### src/rtl/contadores_param.sv
// contadores_param
//   Per-channel pop counters for the transaction layer. Each channel counts
//   accepted pops (pop=1 while the FIFO is not empty) in a saturating counter
//   with a sticky overflow flag. While the datapath is idle, a read request
//   returns either one indexed channel (SINGLE) or all channels in order
//   (SWEEP), one {ovf, count} word per cycle on data/valid.
//
//   Optional feature macro: CONTADORES_CLR_ON_READ_EN
//     defined   : every launched word clears that channel's count and ovf at
//                 the launch edge (a pop in that same cycle leaves count=1).
//     undefined : reads are non-destructive; counters clear only on rst.
//
//   Handshake: req is sampled on every rising edge and is only accepted when
//   idle=1 and the FSM is in WAIT or SINGLE. There is no backpressure; data is
//   meaningful exactly in the cycles where valid=1, one word per cycle, and
//   busy=1 marks the cycles that belong to a sweep.
//
//   dbg_state / dbg_idx expose the FSM state and latched index for checkers.

module contadores_param #(
    parameter int NUM_CH = 4,
    parameter int CNT_W  = 5,
    parameter int IDX_W  = $clog2(NUM_CH)
) (
    input  logic              clk,
    input  logic              rst,
    input  logic [NUM_CH-1:0] pop,
    input  logic [NUM_CH-1:0] empty,
    input  logic              idle,
    input  logic              req,
    input  logic              sweep,
    input  logic [IDX_W-1:0]  idx,
    output logic [CNT_W:0]    data,
    output logic              valid,
    output logic              busy,
    output logic [1:0]        dbg_state,
    output logic [IDX_W-1:0]  dbg_idx
);

    typedef enum logic [1:0] {
        S_WAIT   = 2'd0,
        S_SINGLE = 2'd1,
        S_SWEEP  = 2'd2
    } state_t;

    localparam logic [CNT_W-1:0] CNT_MAX = '1;
    localparam logic [IDX_W-1:0] LAST_CH = IDX_W'(NUM_CH - 1);

    state_t             state;
    logic [IDX_W-1:0]   ptr;
    logic [IDX_W-1:0]   idx_q;

    logic [CNT_W-1:0]   count [NUM_CH];
    logic [NUM_CH-1:0]  ovf;

    logic               start_ok;
    logic               launch;
    logic [IDX_W-1:0]   launch_ch;
    logic [CNT_W:0]     word;
    logic [NUM_CH-1:0]  pop_ok;
    logic [NUM_CH-1:0]  clr;

    // A new read may start from WAIT, or straight out of SINGLE with no bubble.
    always_comb begin
        start_ok = req && idle && ((state == S_WAIT) || (state == S_SINGLE));
    end

    // Pick the channel whose word is launched at the coming edge, if any.
    always_comb begin
        launch    = 1'b0;
        launch_ch = '0;
        if (start_ok) begin
            launch    = 1'b1;
            launch_ch = sweep ? '0 : idx;
        end else if ((state == S_SWEEP) && (ptr != LAST_CH)) begin
            launch    = 1'b1;
            launch_ch = ptr + IDX_W'(1);
        end
    end

    // Word mux over the registered counters; an out-of-range channel matches
    // nothing, so it yields zero and clears nothing.
    always_comb begin
        word = '0;
        clr  = '0;
        for (int i = 0; i < NUM_CH; i++) begin
            if (launch && (launch_ch == IDX_W'(i))) begin
                word = {ovf[i], count[i]};
`ifdef CONTADORES_CLR_ON_READ_EN
                clr[i] = 1'b1;
`endif
            end
        end
    end

    // A pop is only real when the FIFO actually has data.
    always_comb begin
        pop_ok = pop & ~empty;
    end

    // Saturating per-channel counters with sticky overflow; run in every state.
    always_ff @(posedge clk) begin
        if (rst) begin
            for (int i = 0; i < NUM_CH; i++) begin
                count[i] <= '0;
            end
            ovf <= '0;
        end else begin
            for (int i = 0; i < NUM_CH; i++) begin
                if (clr[i]) begin
                    count[i] <= pop_ok[i] ? CNT_W'(1) : '0;
                    ovf[i]   <= 1'b0;
                end else if (pop_ok[i]) begin
                    if (count[i] == CNT_MAX) begin
                        ovf[i] <= 1'b1;
                    end else begin
                        count[i] <= count[i] + CNT_W'(1);
                    end
                end
            end
        end
    end

    // Read FSM with registered data/valid/busy; data captures the counter
    // value from before any pop at the launch edge.
    always_ff @(posedge clk) begin
        if (rst) begin
            state <= S_WAIT;
            ptr   <= '0;
            idx_q <= '0;
            data  <= '0;
            valid <= 1'b0;
            busy  <= 1'b0;
        end else begin
            case (state)
                S_SWEEP: begin
                    if (ptr == LAST_CH) begin
                        state <= S_WAIT;
                        data  <= '0;
                        valid <= 1'b0;
                        busy  <= 1'b0;
                    end else begin
                        ptr   <= ptr + IDX_W'(1);
                        data  <= word;
                        valid <= 1'b1;
                        busy  <= 1'b1;
                    end
                end
                default: begin
                    // WAIT and SINGLE behave the same: accept a new request or
                    // drop back to WAIT.
                    if (start_ok) begin
                        if (sweep) begin
                            state <= S_SWEEP;
                            ptr   <= '0;
                            busy  <= 1'b1;
                        end else begin
                            state <= S_SINGLE;
                            idx_q <= idx;
                            busy  <= 1'b0;
                        end
                        data  <= word;
                        valid <= 1'b1;
                    end else begin
                        state <= S_WAIT;
                        data  <= '0;
                        valid <= 1'b0;
                        busy  <= 1'b0;
                    end
                end
            endcase
        end
    end

    assign dbg_state = state;
    assign dbg_idx   = idx_q;

endmodule

### config.mk
export PLATFORM = sky130hd
export DESIGN_NAME = contadores_param
export DESIGN_NICKNAME = d
export VERILOG_FILES = /design/src/rtl/contadores_param.sv
export SDC_FILE = /design/constraint.sdc
export NUM_CORES = 1
export LEC_CHECK = 0
export BUFFER_PORTS_ARGS = -buffer_cell sky130_fd_sc_hd__buf_2
export CORE_ASPECT_RATIO = 1.2
export CORE_MARGIN = 3
export CORE_UTILIZATION = 46
export DETAILED_ROUTE_END_ITERATION = 10
export GPL_ROUTABILITY_DRIVEN = 1
export MAX_ROUTING_LAYER = met4
export PLACE_DENSITY = 0.66
export SLEW_MARGIN = 0
export SYNTH_ARGS = -nofsm -noshare
export SYNTH_HDL_FRONTEND = slang
export SYNTH_SLANG_ARGS = --single-unit
### constraint.sdc
create_clock -name clk -period 1.9 [get_ports clk]
set_input_delay 0.57 -clock clk [delete_from_list [all_inputs] [get_ports clk]]
set_output_delay 0.57 -clock clk [all_outputs]
set_load 0.05 [all_outputs]
Word-level counts from Yosys, hierarchy flattened
Memory sizes are Yosys's and may differ from the RTL's.
Index checks and enable logic that the tools add are counted.
{"block": "word_totals", "regBits": 18, "mem_bits_rw": 20, "inputBits": 15, "mem_count": 1}
{"block": "op_classes", "n_addsub": 5, "n_eq_ne": 13, "n_mux": 48, "bitwise": 8, "reduce_logical": 18}
{"name": "count", "depth": 4, "width": 5, "read_ports": 4, "rd_ports_with_merged_regs": 0, "write_ports": 4, "line": "53", "text": "logic [CNT_W-1:0] count [NUM_CH];"}
{"op": "6-bit 2-to-1 mux", "n": 7}
{"op": "1-bit 2-to-1 mux", "n": 26}
{"op": "2-bit 2-to-1 mux", "n": 11}
{"op": "5-bit by 1-bit adder with 5-bit output (second input constant)", "n": 4}
{"op": "5-bit == test (second input constant)", "n": 4}
{"op": "5-bit 2-to-1 mux", "n": 4}
{"op": "2-bit == test (second input constant)", "n": 4}
{"op": "2-bit AND reduction", "n": 4}
{"op": "1-bit logical AND", "n": 7}
{"op": "3-bit AND reduction", "n": 2}
{"op": "4-bit bitwise AND", "n": 1}
{"op": "2-bit by 1-bit == test with 1-bit output (second input constant)", "n": 2}
{"op": "2-bit logical NOT", "n": 2}
{"op": "2-bit inequality test (second input constant)", "n": 2}
{"op": "4-bit NOT", "n": 1}
{"op": "1-bit bitwise OR", "n": 4}
{"op": "2-bit nonzero test", "n": 2}
{"op": "2-bit by 1-bit adder with 2-bit output (second input constant)", "n": 1}
{"op": "2-bit by 1-bit inequality test with 1-bit output (second input constant)", "n": 1}
{"op": "1-bit NOT", "n": 2}
{"op": "1-bit logical OR", "n": 1}

Depth between registers and ports, before layout
Gate-level depths: netlist (run 1).
{"block": "depth", "word_depth": 12, "mapped_depth": 5}

Worst setup path before layout (run 1)
OpenSTA, ideal clock, no wires.
{"block": "synth_timing", "path_type": "reg-to-reg", "start": "register state[1] (netlist: dbg_state[1])", "end": "register data[2]", "setup_ns": 0.092, "arrival_ns": 1.632, "t_required_ns": 1.808, "slack_ns": 0.176, "path_stages_with_launch": 5, "path_buffers": 0, "cell_sequence": "dfxtp_1 -> nor3b_4 -> a32o_2 -> a211oi_1 -> nor4_1"}
{"block": "synth_via", "elab_chain_len": 12, "word_cells_on_any_way": 25, "cone_classes": "eq/ne (5); mux (11); reduce/logical (9)"}
{"element": "start: declaration", "line": "49", "text": "state_t state;"}
{"element": "start signal: assignment", "line": "128", "text": "state <= S_WAIT;"}
{"element": "start signal: assignment", "line": "138", "text": "state <= S_WAIT;"}
{"element": "start signal: assignment", "line": "154", "text": "state <= S_SWEEP;"}
{"element": "2-bit == test (tied with other cells)", "line": "75, 135"}
{"element": "1-bit logical AND / 1-bit logical OR (equally long branches)", "line": "75, 65"}
{"element": "2-bit 2-to-1 mux / 1-bit logical AND (equally long branches)", "line": "75, 65"}
{"element": "2-bit 2-to-1 mux", "line": "72", "text": "if (start_ok) begin"}
{"element": "2-bit logical NOT", "line": "87", "text": "if (launch && (launch_ch == IDX_W'(i))) begin"}
{"element": "1-bit logical AND", "line": "87"}
{"element": "6-bit 2-to-1 mux (4 in a row)", "line": "87"}
{"element": "6-bit 2-to-1 mux (on tied branches)", "line": "152, 137"}
{"element": "6-bit 2-to-1 mux *", "line": "135", "text": "case (state)"}
{"element": "end signal: assignment", "line": "144", "text": "data <= word;"}
{"element": "end signal: assignment", "line": "162", "text": "data <= word;"}
{"element": "end: declaration", "line": "33", "text": "output logic [CNT_W:0] data,"}
Mark *: on every way between the ends. The rest lies on a longest branch, timed or not.
A chain may end at the register's enable or synchronous reset.

==> flow_summary.json, run 1 <==
{
  "p_total_mw": 1.70,
  "crit_type": "flip-flop to flip-flop",
  "synthesis.area_mm2": 0.00187,
  "fin_crit_ns": 1.83,
  "avgSynthCellArea_um2": 10.5,
  "overflow": 0,
  "report.final.slew_viol_count": 0,
  "routed_via_density": 5.31,
  "synthFlopType": "edfxtp_1",
  "syn-num-nets": 202,
  "min_from": "dbg_idx[0]$_SDFFE_PP0P_",
  "syn_to_final_growth_pct": 20.4,
  "setup_tns_ns": 0,
  "rrSetupSlack_ns": 0.07,
  "skew_ns": 0.00599,
  "synthTopCellsByArea": "edfxtp_1, dfxtp_1, ha_1",
  "cts.sinks": 38,
  "wl_per_cell_um": 14.0,
  "hold_depth": 2,
  "p_per_area_mw_per_mm2": 755,
  "fmaxAchievable_mhz": 547,
  "arrival_ns": 1.97,
  "cts_tree": "built",
  "drc": 0,
  "synth.top_cell.area_share": 0.321,
  "peakVddDrop_v": 0.000582,
  "grt_first_pass_wirelength_um": 6070,
  "ios": 27,
  "worst-slew-pin-transition_ns": 0.667,
  "ys_async_sr_fraction": 0,
  "crit_path_max_fanout": 4,
  "routed_wl_um": 3850,
  "drtIter0Drc": 69,
  "vias": 1455,
  "grtUsageTotal": 0.174,
  "dp_hpwl_um": 2890,
  "dieArea_mm2": 0.00487,
  "core_mm2": 0.00378,
  "power.leakage_nw": 0.943,
  "hold_viol_final": 0,
  "clk_pin_slew_ns": 0.07,
  "synth_top_cell_by_area": "edfxtp_1",
  "antenna_found_initial": 0,
  "ys_top_cells_by_count": "edfxtp_1, nor2_1, dfxtp_1",
  "first_pass_iters": 4,
  "cts_buffers": 5,
  "clockBufferDepth": 2,
  "syn-instance-count": 178,
  "max_stage_delay_ns": 0.44,
  "status": "complete, no violations",
  "fin_crit_sh": 0.962,
  "antenna_left": 0,
  "grt_max_degree": 23,
  "finalSetupViolCount": 0,
  "insertedDiodeCount": 0,
  "cap_violations": 0,
  "synth_seq_cells": 38,
  "ys_seq_area_frac": 0.514,
  "rows": 24,
  "r2r_start": "count[0][0]$_SDFFCE_PN0P_",
  "crit_buf_inv": 0,
  "insertion_delay_ns": 0.29,
  "crit_path_start_kind": "flip-flop",
  "die_w_um": 64.2,
  "cp.required_ns": 2.04,
  "gp_congestion": 0.834,
  "startpoint": "count[0][0]$_SDFFCE_PN0P_",
  "cp-end-kind": "flip-flop",
  "path_cells": "ha_1 > and3_1 > ha_1 > or3_4 > nor2_1",
  "crit_top_cell": "ha_1",
  "synth_edf_count": 20,
  "die_h_um": 75.9,
  "hp-class": "flip-flop to flip-flop",
  "rsz0062_at_grt": "no",
  "start_util": 0.494,
  "synth_cell_type_count": 34,
  "cp_slowest_cell": "edfxtp_1",
  "relSlewSlack": 0.555,
  "path_depth": 5,
  "r2r_cells": 5,
  "fill_cells": 346,
  "nets": 245,
  "grt_pass1_vias": 1338,
  "port_buffers": 26,
  "htreeDepth": 2,
  "yosysWarnings": 0,
  "cts_hold_buf": 0,
  "critical_path.top_delay_family": "simple AND/OR/NAND/NOR gates",
  "cts_root_buf": "clkbuf_8",
  "drive_gt1_frac": 0.261
}
## cells in the final DEF (no fill, tap or decap), types with 2 or more instances in the layout
| cell type | synthesis | routed |
|---|---|---|
| buf_2 | 0 | 26 |
| nor2_1 | 20 | 20 |
| edfxtp_1 | 20 | 20 |
| dfxtp_1 | 18 | 18 |
| nand2_1 | 16 | 16 |
| buf_4 | 1 | 14 |
| nor3_1 | 13 | 13 |
| and2_1 | 8 | 8 |
| ha_1 | 9 | 8 |
| a21oi_1 | 7 | 7 |
| inv_1 | 6 | 6 |
| o21bai_1 | 6 | 6 |
| a211oi_1 | 6 | 6 |
| clkbuf_8 | 0 | 6 |
| and3_1 | 4 | 4 |
| xnor2_1 | 4 | 4 |
| nand3_1 | 4 | 4 |
| xor2_1 | 4 | 4 |
| a31oi_1 | 4 | 4 |
| o2bb2ai_1 | 4 | 4 |
| nor4_1 | 4 | 4 |
| or3_1 | 4 | 3 |
| a221oi_1 | 2 | 2 |
## cell type report
type	count	area (um2)	area share
Timing Repair Buffer	40	235	0.104
Inverter	6	22.5	0.0100
Tap cell	52	65.1	0.0289
Clock buffer	7	86.3	0.0383
Clock inverter	1	5.00	0.00222
Sequential cell	38	961	0.427
Multi-Input combinational cell	130	877	0.389
## final timing paths
kind / to
setup reg to reg: count[0][3]$_SDFFCE_PN0P_
setup / recovery: count[0][3]$_SDFFCE_PN0P_
hold reg to reg: dbg_idx[0]$_SDFFE_PP0P_
hold / removal: dbg_idx[0]$_SDFFE_PP0P_
## what timing repair did
item,in CTS,in global routing
gates resized for setup,0,3
buffers inserted,0,7
endpoints found under the setup margin,0,5
hold endpoints to repair,0,0
## flip-flops by register name, summed over array words and instances, names as in the netlist
name / flops
busy: 1
count: 20
data: 6
dbg_idx: 2
dbg_state: 2
ovf: 4
ptr: 2
valid: 1
## routing by layer
metal / vias up / part of all wire / GRT usage
met5: - / 0 / -
met4: 0 / 0.017 / 0.0775
met3: 6 / 0.055 / 0.0531
met2: 38 / 0.51 / 0.290
met1: 669 / 0.42 / 0.193
li1: 742 / - / -
## kinds of logic (layout without fill, tap and decap cells)
| family | count (synthesis) | in the layout | synth area share |
|---|---|---|---|
| AND/OR/NAND/NOR | 79 | 79 | 0.231 |
| flip-flops | 38 | 38 | 0.514 |
| AO/OA/AOI/OAI | 34 | 34 | 0.135 |
| buffers and inverters | 10 | 54 | 0.0221 |
| adder cells (fa/ha/maj) | 9 | 9 | 0.0602 |
| XOR/XNOR | 8 | 8 | 0.0375 |
## metrics by stage
| step | instance area (um2) | hold slack (ns) | cells | setup WS (ns) | util |
|---|---|---|---|---|---|
| finish | 2250 | 0.464 | 274 | 0.0715 | 0.595 |
| global route | 2250 | 0.492 | 274 | 0.000994 | 0.595 |
| CTS | 2190 | 0.467 | 267 | 0.0327 | 0.579 |
| detailed placement | 2100 | 0.457 | 259 | 0.0540 | 0.555 |
| global placement | 2100 | 0.442 | 259 | 0.0907 | 0.555 |
| floorplan | 1870 | 0.437 | 178 | 0.176 | - |
## report_power, final
part / internal, mW / leakage [nW] / switching (mW) / total, mW
Combinational: 0.0844 / 0.535 / 0.116 / 0.200
Clock: 0.293 / 0.0482 / 0.272 / 0.564
Sequential: 0.903 / 0.359 / 0.0341 / 0.937
## worst reg2reg max path, cell delays in order, from the launching register on
cell and delay, ns:
edfxtp_1 0.44, ha_1 0.26, and3_1 0.19, ha_1 0.24, or3_4 0.41, nor2_1 0.14
Note: power is estimated with default switching activity, not from simulation.
==> run 2: changes to the inputs <==
--- a/config.mk
+++ b/config.mk
@@ -13,6 +13,7 @@
 export GPL_ROUTABILITY_DRIVEN = 1
 export MAX_ROUTING_LAYER = met4
 export PLACE_DENSITY = 0.66
+export REMOVE_ABC_BUFFERS = 1
 export SLEW_MARGIN = 0
 export SYNTH_ARGS = -nofsm -noshare
 export SYNTH_HDL_FRONTEND = slang
==> constraint.sdc (replaced) <==
create_clock -name clk -period 1.9 [get_ports clk]
set_input_delay 0.095 -clock clk [delete_from_list [all_inputs] [get_ports clk]]
set_output_delay 0.095 -clock clk [all_outputs]
set_load 0.05 [all_outputs]
==> run 2 against run 1 <==
Effect of this change:
- global-route usage up 0.28 points
- design area rose by 1.1%
- final cell count unchanged
- critical path type unchanged
- fmax fell by 0.27%
- sequential share of layout area decreased by 0.47 points
- hold slack lost 0.41 ns
- sequential cell count unchanged
- register-to-register slack hardly changed
- via count is 4.1% higher
- combinational power rose by 3%
==> flow_summary.json, run 2 (synthesis results as in run 1) <==
{
  "status": "complete, no violations",
  "port_buffers": 26,
  "hp-class": "primary input to flip-flop",
  "fin_crit_ns": 1.83,
  "rows": 24,
  "fin_crit_sh": 0.965,
  "stdcell_area_mm2": 0.00228,
  "peakVddDrop_v": 0.000482,
  "crit_path_max_fanout": 5,
  "hold_viol_final": 0,
  "grt_max_degree": 23,
  "syn_to_final_growth_pct": 21.7,
  "relSlewSlack": 0.678,
  "min_from": "pop[0]",
  "dp_hpwl_um": 2970,
  "setup_tns_ns": 0,
  "seq_power_share": 0.510,
  "clk_pin_slew_ns": 0.08,
  "p_per_area_mw_per_mm2": 805,
  "grt_pass1_vias": 1388,
  "insertion_delay_ns": 0.29,
  "core_mm2": 0.00378,
  "final_common_cell": "buf_2",
  "worst-slew-pin-transition_ns": 0.483,
  "top_register": "count",
  "die_w_um": 64.2,
  "crit_path_start_kind": "flip-flop",
  "clkPwrFrac": 0.377,
  "cap_violations": 0,
  "overflow": 0,
  "combPwrFrac": 0.113,
  "post-place-ws_ns": 0.0289,
  "antenna_left": 0,
  "fmaxAchievable_mhz": 545,
  "final_cell_mix": "buf_2, nor2_1, edfxtp_1, dfxtp_1, nand2_1",
  "fin_hold_ws_ns": 0.0573,
  "hold_path_end": "ovf[0]$_SDFFE_PP0P_",
  "cts_buffers": 5,
  "arrival_ns": 2.03,
  "cts_tree": "built",
  "rrSetupSlack_ns": 0.07,
  "clockBufferDepth": 2,
  "grt_use_met1": 0.218,
  "largestRegisters": "count (20), data (6), ovf (4)",
  "routed_via_density": 5.53,
  "fill_cells": 341,
  "cts_root_buf": "clkbuf_8",
  "nets": 245,
  "worstReg2RegEnd": "data[1]$_SDFF_PP0_",
  "grt-busiest-layer": "met2",
  "worst_slack_ns": 0.0666,
  "power.leakage_nw": 0.944,
  "placed_cell_area_mm2": 0.00209,
  "ios": 27,
  "grt_util_met3": 0.0280,
  "drc": 0,
  "met2_usage": 0.290,
  "power_switching_mw": 0.453,
  "r2r_cells": 6,
  "cp-end-kind": "flip-flop",
  "cp.required_ns": 2.10,
  "p_sw_frac": 0.247,
  "die_h_um": 75.9,
  "htreeDepth": 2,
  "drtIter0Drc": 72,
  "gp_congestion": 0.849,
  "antenna_found_initial": 0,
  "r2r_start": "ptr[0]$_SDFFE_PP0P_",
  "cts.sinks": 38,
  "report.final.slew_viol_count": 0,
  "power.internal_mw": 1.38,
  "start_util": 0.494,
  "crit_type": "flip-flop to flip-flop",
  "first_pass_iters": 4,
  "finalSetupViolCount": 0,
  "routed_wl_um": 4100,
  "grt_first_pass_wirelength_um": 6410,
  "grtUsageTotal": 0.176,
  "drive_gt1_frac": 0.266,
  "dieArea_mm2": 0.00487,
  "fin_util": 0.602,
  "largest_reg_flops": 20,
  "hold_depth": 3,
  "insertedDiodeCount": 0,
  "cts_hold_buf": 0,
  "skew_ns": 0.00485,
  "wl_per_cell_um": 15.0,
  "vias": 1514
}
-- run 2: cell count changes in the layout (fill, tap and decap cells not counted), sizes merged --
cell	previous run	this run
bufinv	0	1
buf	40	39
clkinvlp	0	1
inv	6	7
a22oi	1	2
clkbuf	7	5
clkinv	1	0
-- run 2: layout make-up --
class / instances / area (um2) / area share
Sequential cell: 38 / 961 / 0.422
Multi-Input combinational cell: 131 / 888 / 0.390
Timing Repair Buffer: 39 / 228 / 0.100
Clock buffer: 5 / 68.8 / 0.0302
Tap cell: 52 / 65.1 / 0.0286
Clock inverter: 3 / 43.8 / 0.0192
Inverter: 6 / 22.5 / 0.00989
-- run 2: what timing repair did --
| item | in CTS | in global routing |
|---|---|---|
| resized for setup | 0 | 4 |
| buffers inserted | 0 | 7 |
| endpoints found under the setup margin | 0 | 12 |
-- run 2: metrics by stage --
stage          power (mW)  instances
2_1_floorplan        1.07        174
3_3_place_gp         1.13        258
3_5_place_dp         1.14        258
4_1_cts              1.82        266
5_1_grt              1.90        274
6_report             1.83        274
-- run 2: worst max-delay path by stage --
stage                                endpoint                       from  slack [ns]  depth (start not counted)
global route               data[1]$_SDFF_PP0_        ptr[0]$_SDFFE_PP0P_       -0.02                          6
detailed placement  count[0][3]$_SDFFCE_PN0P_  count[0][0]$_SDFFCE_PN0P_        0.03                          4
floorplan                  data[2]$_SDFF_PP0_  dbg_state[1]$_SDFFE_PP0P_        0.18                          4
finish                     data[1]$_SDFF_PP0_        ptr[0]$_SDFFE_PP0P_        0.07                          6
global placement    count[0][2]$_SDFFCE_PN0P_  count[0][0]$_SDFFCE_PN0P_        0.12                          4
CTS                 count[0][3]$_SDFFCE_PN0P_  count[0][0]$_SDFFCE_PN0P_        0.01                          4
-- run 2: layer usage --
metal  wire length (um)  vias to the layer above
met5                  0                        -
met4                 72                        0
met3                154                       12
met2               2010                       38
met1               1870                      722
li1                   -                      742
-- run 2: power groups by stage --
| stage | registers [mW] | clock network (mW) | logic (mW) |
|---|---|---|---|
| floorplan | 0.970 | 0 | 0.0952 |
| global placement | 0.953 | 0 | 0.180 |
| detailed placement | 0.954 | 0 | 0.189 |
| CTS | 0.936 | 0.699 | 0.190 |
| global route | 0.940 | 0.737 | 0.228 |
| finish | 0.935 | 0.690 | 0.207 |
-- run 2: critical path, stage by stage (launching register included) --
cell	delay (ns)
dfxtp_1	0.44
ha_2	0.28
nor3b_4	0.06
buf_4	0.16
a22oi_1	0.42
nor3_1	0.12
nor4_1	0.25
==> run 3: changes to the inputs <==
--- a/config.mk
+++ b/config.mk
@@ -11,7 +11,6 @@
 export CORE_UTILIZATION = 46
 export DETAILED_ROUTE_END_ITERATION = 10
 export GPL_ROUTABILITY_DRIVEN = 1
-export MAX_ROUTING_LAYER = met4
 export PLACE_DENSITY = 0.66
 export REMOVE_ABC_BUFFERS = 1
 export SLEW_MARGIN = 0
==> run 3 against run 2 <==
Effect of this change:
- core utilization unchanged
- sequential power about the same
- clock skew barely moved
- design area unchanged
- first-iteration DRC count is 1.4% higher
- global-route usage fell by 0.54 points
- hold slack better by 0.0017 ns
- combinational power about the same
- critical path depth stayed put
- sequential cell count unchanged
==> flow_summary.json, run 3 (synthesis results as in run 1) <==
{
  "grt_max_degree": 23,
  "cts_root_buf": "clkbuf_8",
  "grt_use_met1": 0.218,
  "p_per_area_mw_per_mm2": 804,
  "drive_gt1_frac": 0.266,
  "start_util": 0.494,
  "routed_via_density": 5.53,
  "hp-class": "primary input to flip-flop",
  "report.final.slew_viol_count": 0,
  "cap_violations": 0,
  "crit_type": "flip-flop to flip-flop",
  "largestRegisters": "count (20), data (6), ovf (4)",
  "drc": 0,
  "relSlewSlack": 0.678,
  "die_h_um": 75.9,
  "power.leakage_nw": 0.944,
  "grt-busiest-layer": "met2",
  "wl_per_cell_um": 14.9,
  "r2r_cells": 6,
  "r2r_start": "ptr[0]$_SDFFE_PP0P_",
  "cts_tree": "built",
  "drtIter0Drc": 73,
  "fin_hold_ws_ns": 0.0590,
  "cp-end-kind": "flip-flop",
  "min_from": "pop[0]",
  "grt_first_pass_wirelength_um": 6410,
  "fmaxAchievable_mhz": 546,
  "cts_hold_buf": 0,
  "skew_ns": 0.00523,
  "nets": 245,
  "dieArea_mm2": 0.00487,
  "antenna_left": 0,
  "cts.sinks": 38,
  "power_switching_mw": 0.451,
  "routed_wl_um": 4080,
  "ios": 27,
  "combPwrFrac": 0.113,
  "arrival_ns": 2.03,
  "worst-slew-pin-transition_ns": 0.484,
  "insertedDiodeCount": 0,
  "crit_path_start_kind": "flip-flop",
  "setup_tns_ns": 0,
  "grtUsageTotal": 0.171,
  "clk_pin_slew_ns": 0.08,
  "fin_crit_ns": 1.83,
  "overflow": 0,
  "antenna_found_initial": 0,
  "insertion_delay_ns": 0.29,
  "port_buffers": 26,
  "die_w_um": 64.2,
  "seq_power_share": 0.511,
  "clockBufferDepth": 2,
  "cts_buffers": 5,
  "vias": 1514,
  "status": "complete, no violations",
  "final_common_cell": "buf_2",
  "finalSetupViolCount": 0,
  "peakVddDrop_v": 0.000481,
  "hold_path_end": "ovf[0]$_SDFFE_PP0P_",
  "rrSetupSlack_ns": 0.07,
  "hold_depth": 3,
  "htreeDepth": 2,
  "final_cell_mix": "buf_2, nor2_1, edfxtp_1, dfxtp_1, nand2_1",
  "first_pass_iters": 4,
  "largest_reg_flops": 20,
  "clkPwrFrac": 0.376,
  "rows": 24,
  "gp_congestion": 0.836,
  "fill_cells": 341,
  "met2_usage": 0.290,
  "crit_path_max_fanout": 5,
  "top_register": "count",
  "p_sw_frac": 0.247,
  "fin_crit_sh": 0.964,
  "worstReg2RegEnd": "data[1]$_SDFF_PP0_",
  "core_mm2": 0.00378,
  "hold_viol_final": 0,
  "dp_hpwl_um": 2970,
  "grt_util_met3": 0.0280,
  "grt_pass1_vias": 1388,
  "power.internal_mw": 1.38,
  "cp.required_ns": 2.10,
  "syn_to_final_growth_pct": 21.7
}
run 3: cell counts in the layout (fill, tap and decap cells not counted):
Identical to the previous run, type by type.
run 3: through the flow:
stage / area [um2] / setup slack (ns) / total power, mW / cells / utilization
3_5_place_dp: 2090 / 0.0289 / 1.14 / 258 / 0.553
4_1_cts: 2200 / 0.0137 / 1.82 / 266 / 0.583
2_1_floorplan: 1850 / 0.176 / 1.07 / 174 / -
5_1_grt: 2280 / -0.0218 / 1.90 / 274 / 0.602
3_3_place_gp: 2090 / 0.116 / 1.13 / 258 / 0.553
6_report: 2280 / 0.0683 / 1.83 / 274 / 0.602
run 3: power by group through the flow:
stage | Sequential (mW) | Clock [mW] | Combinational (mW)
2_1_floorplan | 0.970 | 0 | 0.0952
3_3_place_gp | 0.953 | 0 | 0.180
6_report | 0.935 | 0.688 | 0.207
3_5_place_dp | 0.954 | 0 | 0.189
4_1_cts | 0.936 | 0.699 | 0.190
5_1_grt | 0.940 | 0.737 | 0.228
run 3: worst max-delay path by stage:
stage | start | endpoint | slack (ns)
after detailed placement | count[0][0]$_SDFFCE_PN0P_ | count[0][3]$_SDFFCE_PN0P_ | 0.03
after global routing | ptr[0]$_SDFFE_PP0P_ | data[1]$_SDFF_PP0_ | -0.02
final | ptr[0]$_SDFFE_PP0P_ | data[1]$_SDFF_PP0_ | 0.07
after CTS | count[0][0]$_SDFFCE_PN0P_ | count[0][3]$_SDFFCE_PN0P_ | 0.01
after floorplan | dbg_state[1]$_SDFFE_PP0P_ | data[2]$_SDFF_PP0_ | 0.18
after global placement | count[0][0]$_SDFFCE_PN0P_ | count[0][2]$_SDFFCE_PN0P_ | 0.12
run 3: layout make-up:
class,count,area [um2],share of cell area
clock buffer,5,68.8,0.0302
clock inverter,3,43.8,0.0192
inverter,6,22.5,0.00989
multi-input combinational,131,888,0.390
sequential,38,961,0.422
tap,52,65.1,0.0286
timing repair buffer,39,228,0.100
run 3: repair_timing:
item / 4_1_cts / 5_1_grt
gates resized for setup: 0 / 4
setup buffers: 0 / 7
setup endpoints to repair: 0 / 12
hold endpoints to repair: 0 / 0
run 3: metal layers:
metal / part of all wire / vias to the layer above
li1: - / 742
met1: 0.45 / 720
met2: 0.49 / 39
met3: 0.038 / 13
met4: 0.022 / 0
met5: 0 / -
run 3: critical path, cell delays in order (launching register included):
cell and delay, ns:
dfxtp_1 0.44, ha_2 0.28, nor3b_4 0.06, buf_4 0.16, a22oi_1 0.42, nor3_1 0.12, nor4_1 0.25
